[src/rtl/cond_logic.sv]
// rtl/cond_logic.sv - conditional-execution stage: NZCV flags, condition check, strobe gating, counters
//
// Holds the architectural NZCV flag register, evaluates the instruction's
// condition field against the flags held before the instruction, gates the
// decoder's write strobes on the result, and counts executed and squashed
// instructions.
//
// Ports:
//   clk, reset            clock; synchronous active-high reset
//   en                    instruction valid this cycle
//   Cond[3:0]             instruction condition field
//   ALUFlags[3:0]         {N,Z,C,V} from the ALU this cycle
//   FlagW[1:0]            [1] update N,Z; [0] update C,V
//   PCS, RegW, MemW       decoder strobes
//   PCSrc, RegWrite,
//   MemWrite              strobes gated by en and CondEx
//   CondEx                condition passed (combinational)
//   Flags[3:0]            registered {N,Z,C,V}
//   exec_cnt, squash_cnt  executed / squashed instruction counts (wrapping)

module cond_logic #(
   parameter int CNT_W = 32
) (
   input  logic             clk,
   input  logic             reset,
   input  logic             en,
   input  logic [3:0]       Cond,
   input  logic [3:0]       ALUFlags,
   input  logic [1:0]       FlagW,
   input  logic             PCS,
   input  logic             RegW,
   input  logic             MemW,
   output logic             PCSrc,
   output logic             RegWrite,
   output logic             MemWrite,
   output logic             CondEx,
   output logic [3:0]       Flags,
   output logic [CNT_W-1:0] exec_cnt,
   output logic [CNT_W-1:0] squash_cnt
);

   logic [3:0]       flags_q, flags_d;
   logic [CNT_W-1:0] exec_cnt_q, exec_cnt_d;
   logic [CNT_W-1:0] squash_cnt_q, squash_cnt_d;

   logic flag_n, flag_z, flag_c, flag_v;
   logic cond_base;

   assign flag_n = flags_q[3];
   assign flag_z = flags_q[2];
   assign flag_c = flags_q[1];
   assign flag_v = flags_q[0];

   // Condition codes come in complementary pairs: Cond[3:1] picks the base
   // test and Cond[0] inverts it. The 111x pair has base "always", so 1110
   // passes and 1111 (unimplemented) never does.
   always_comb begin
      cond_base = 1'b0;
      case (Cond[3:1])
         3'b000:  cond_base = flag_z;
         3'b001:  cond_base = flag_c;
         3'b010:  cond_base = flag_n;
         3'b011:  cond_base = flag_v;
         3'b100:  cond_base = flag_c & ~flag_z;
         3'b101:  cond_base = (flag_n == flag_v);
         3'b110:  cond_base = ~flag_z & (flag_n == flag_v);
         default: cond_base = 1'b1;
      endcase
   end

   assign CondEx   = cond_base ^ Cond[0];
   assign PCSrc    = PCS  & CondEx & en;
   assign RegWrite = RegW & CondEx & en;
   assign MemWrite = MemW & CondEx & en;

   always_comb begin
      flags_d      = flags_q;
      exec_cnt_d   = exec_cnt_q;
      squash_cnt_d = squash_cnt_q;
      if (en) begin
         if (CondEx) begin
            exec_cnt_d = exec_cnt_q + CNT_W'(1);
            if (FlagW[1]) flags_d[3:2] = ALUFlags[3:2];
            if (FlagW[0]) flags_d[1:0] = ALUFlags[1:0];
         end else begin
            squash_cnt_d = squash_cnt_q + CNT_W'(1);
         end
      end
   end

   always_ff @(posedge clk) begin
      if (reset) begin
         flags_q      <= 4'b0000;
         exec_cnt_q   <= '0;
         squash_cnt_q <= '0;
      end else begin
         flags_q      <= flags_d;
         exec_cnt_q   <= exec_cnt_d;
         squash_cnt_q <= squash_cnt_d;
      end
   end

   assign Flags      = flags_q;
   assign exec_cnt   = exec_cnt_q;
   assign squash_cnt = squash_cnt_q;

endmodule

[config.mk]
export PLATFORM = sky130hd
export DESIGN_NAME = cond_logic
export DESIGN_NICKNAME = d
export VERILOG_FILES = /design/src/rtl/cond_logic.sv
export SDC_FILE = /design/constraint.sdc
export NUM_CORES = 1
export LEC_CHECK = 0
export BUFFER_PORTS_ARGS = -buffer_cell sky130_fd_sc_hd__buf_4
export CORE_MARGIN = 2
export CORE_UTILIZATION = 45
export CTS_CLUSTER_DIAMETER = 30
export CTS_CLUSTER_SIZE = 14
export DETAILED_ROUTE_END_ITERATION = 7
export GPL_ROUTABILITY_DRIVEN = 0
export GPL_TIMING_DRIVEN = 0
export PLACE_DENSITY_LB_ADDON = 0.25
export SLEW_MARGIN = 20
export SYNTH_ARGS = -nofsm -noshare
export SYNTH_HDL_FRONTEND = slang
export SYNTH_SLANG_ARGS = --single-unit
[constraint.sdc]
create_clock -name clk -period 5.15 [get_ports clk]
set_clock_uncertainty 0.2 [all_clocks]
set_input_delay 0.515 -clock clk [delete_from_list [all_inputs] [get_ports clk]]
set_output_delay 0.515 -clock clk [all_outputs]
set_load 0.01 [all_outputs]
==> flow_summary.json <==
{
  "status": "finished clean",
  "drt-pass1-iter-count": 5,
  "slew_headroom_pct": 56.8,
  "finalMaxSlewViolations": 0,
  "grt_util_all_layers_pct": 22.0,
  "design.die.area_um2": 8140,
  "clock_path_buffers": 2,
  "reg2reg_depth": 8,
  "source_of_the_worst_register_to_register_timing_path": "exec_cnt[3]",
  "synth_seq_cells": 68,
  "place.detailed.hpwl_um": 6710,
  "setup.worst_path.end_class": "output port",
  "detail-route-antenna-nets": 0,
  "power_per_cell_area_nw_per_um2": 265,
  "slowest_delay_ns": 0.49,
  "timing_worst_setup_path_type": "register to output port",
  "max_cap_violations": 0,
  "number_of_global_route_vias_before_repair": 3051,
  "clock_sink_count": 68,
  "number_of_instances_on_the_worst_hold_path": 3,
  "cts_hold_repair.buffers": 0,
  "rows": 31,
  "cts.repair_timing.setup_buffer_count": 0,
  "critPathLaunchType": "register",
  "floorplan.die.height_um": 90.2,
  "yosys_most_used_dff": "sky130_fd_sc_hd__dfxtp_1",
  "async_flop_share_pct": 0,
  "fraction_of_layout_instances_using_a_drive_strength_above_1_pct": 22.5,
  "cts_made_buffers": 9,
  "die_w_um": 90.2,
  "ctsRootBufferMaster": "sky130_fd_sc_hd__clkbuf_8",
  "synth_nets": 426,
  "required_ns": 4.43,
  "ys_types": 41,
  "worst_slack_at_placement_ns": 1.94,
  "timing.critical_path.cells": "o21ba_2 -> o221a_1 -> o21a_1 -> clkbuf_1 -> nor2_1 -> and3_1 -> buf_4",
  "final_setup_fails": 0,
  "report.power.total_w": 0.00116,
  "seq_area_um2": 1360,
  "vdd_drop_max_uv": 175,
  "critical_path.slowest_cell": "sky130_fd_sc_hd__nor2_1",
  "num_antenna_cells": 0,
  "synth_edf_count": 0,
  "cts-htree-levels": 3,
  "min_to": "Flags[1]",
  "post_cts.resized_instances": 0,
  "worstPathMaxFanout": 10,
  "area_growth_pct": 30.4,
  "yosysWarnings": 0,
  "critical_path_arrival_ns": 2.54,
  "drtIter0Drc": 214,
  "number_of_instances_in_the_synthesized_netlist": 408,
  "setup_slack_ns": 1.89,
  "tns_ns": 0,
  "worstSetupStartpoint": "Flags[2]",
  "synth_area_um2": 3350,
  "tritoncts": "yes",
  "layout.filler_cells": 673,
  "tightestPinTransition_ns": 0.643,
  "antenna_found_initial": 0,
  "achievable-frequency_ghz": 0.307,
  "hold_path_class": "primary input to register",
  "min-delay-start": "ALUFlags[1]",
  "power.static_leakage_nw": 1.57,
  "synth_top_area_cell": "sky130_fd_sc_hd__dfxtp_1",
  "drc": 0,
  "unrepaired_setup_endpoints_after_global_routing": "no",
  "multiInputGateArea_um2": 1850,
  "finalWirelength_um": 9290,
  "num-nets-final": 523,
  "design.portCount": 88,
  "initial_utilization_pct": 46.4,
  "clk_latency_ns": 0.36,
  "grt_first_pass_wirelength_um": 14700,
  "r2r_setup_slack_ns": 2.20,
  "overflow": 0,
  "final_hold_viol_count": 0,
  "routedWlPerCell_um": 15.3,
  "clock_transition_at_the_registers_of_the_reported_paths_ns": 0.08,
  "timing.rr.end": "exec_cnt[25]",
  "floorplan.core_area_um2": 7210,
  "synth_sequential_area_ratio_pct": 40.7,
  "fin_crit_sh_pct": 63.3,
  "drt-vias-per-instance": 5.70,
  "min_period_ns": 3.26,
  "syn-mean-instance-area_um2": 8.20,
  "yosys.area.top_type_share_pct": 40.7,
  "detailroute.via_count": 3470,
  "io_buffers": 86,
  "finalCoreUtilization_pct": 60.5,
  "pin_count_of_the_biggest_net_entering_global_routing": 14,
  "yosys-top-cells-area": "sky130_fd_sc_hd__dfxtp_1, sky130_fd_sc_hd__a21oi_1, sky130_fd_sc_hd__or3_1, sky130_fd_sc_hd__nor2_1, sky130_fd_sc_hd__o21ai_0"
}
==> kinds of logic (layout without fill, tap and decap cells) <==
logic type                 Yosys count  after routing  synth area share, %
muxes                                7              7                 2.09
DFF                                 68             68                 40.7
AOI/OAI and AO/OA                  101            101                 18.4
buffers and inverters               35            137                 4.00
xor gates and xnor gates            23             23                 6.02
adders and majority gates            2              2                0.748
and+or+nand+nor                    172            172                 28.0
==> metal layers <==
| layer | vias to the layer above | GRT usage [%] | wire, um | share of wire, % |
|---|---|---|---|---|
| met2 | 116 | 36.3 | 4410 | 47 |
| met4 | 0 | 8.85 | 149 | 1.6 |
| met3 | 14 | 4.19 | 553 | 6.0 |
| met5 | - | 0 | 0 | 0 |
| li1 | 1696 | - | - | - |
| met1 | 1644 | 28.5 | 4190 | 45 |
==> state kept, by name, indices dropped and copies added, names as in the netlist <==
register and count:
exec_cnt 32, Flags 4, squash_cnt 32
==> cell usage in the layout, fill, tap and decap left out, types with 5 or more instances in the layout <==
master / instances
sky130_fd_sc_hd__nor3_1: 5
sky130_fd_sc_hd__clkbuf_8: 9
sky130_fd_sc_hd__and3_1: 10
sky130_fd_sc_hd__and4_1: 7
sky130_fd_sc_hd__o21ai_0: 25
sky130_fd_sc_hd__nor2_1: 36
sky130_fd_sc_hd__clkbuf_1: 19
sky130_fd_sc_hd__a21oi_1: 41
sky130_fd_sc_hd__dfxtp_1: 68
sky130_fd_sc_hd__nand2_1: 24
sky130_fd_sc_hd__nor4_1: 5
sky130_fd_sc_hd__or3_1: 27
sky130_fd_sc_hd__xor2_1: 9
sky130_fd_sc_hd__xnor2_1: 14
sky130_fd_sc_hd__nand3_1: 19
sky130_fd_sc_hd__inv_1: 13
sky130_fd_sc_hd__mux2i_1: 7
sky130_fd_sc_hd__nand4_1: 14
sky130_fd_sc_hd__buf_4: 86
sky130_fd_sc_hd__o31ai_1: 9
sky130_fd_sc_hd__o2111ai_1: 5
sky130_fd_sc_hd__or4_1: 10
==> synth_stat cells, drive strengths merged (13+ instances only) <==
library cell and count:
clkbuf 19, or3 27, nor2 36, nand2 24
nand3 19, a21oi 41, o21ai 27, inv 13
xnor2 14, nand4 14, dfxtp 68
==> worst max path at each step <==
stage                                end  cells past startpoint
after floorplan                 MemWrite                      6
after global placement          RegWrite                      8
after detailed placement  squash_cnt[11]                      9
after CTS                       RegWrite                      7
after global routing               PCSrc                      7
final                           RegWrite                      7
==> report_power, final <==
part	internal [W]	total (W)	switching, W
sequential	0.000530	0.000536	0.00000657
combinational	0.0000296	0.0000761	0.0000465
clock	0.000325	0.000545	0.000220
==> area by class of cell <==
class                           count  area share, %
Buffer                             22           1.95
Clock buffer                        9           2.84
Clock inverter                      7           2.84
Inverter                           13           1.12
Multi-Input combinational cell    305           42.4
Sequential cell                    68           31.2
Tap cell                           99           2.84
Timing Repair Buffer               86           14.8
==> worst max-delay path, delay by kind of cell (launching register included) <==
family	cells	cell delay, ns
buffers and inverters	2	0.38
AO/OA/AOI/OAI	3	0.70
flip-flops	1	0.40
AND/OR/NAND/NOR	2	0.72
==> through the flow <==
stage	hold slack, ns	instance area (um2)	instances
6_report	0.210	4360	609
5_1_grt	0.222	4360	609
4_1_cts	0.207	4360	609
3_5_place_dp	0.279	4120	593
3_3_place_gp	0.268	4120	593
2_1_floorplan	0.297	3350	408
No activity file was read; power rests on OpenSTA's default activity.
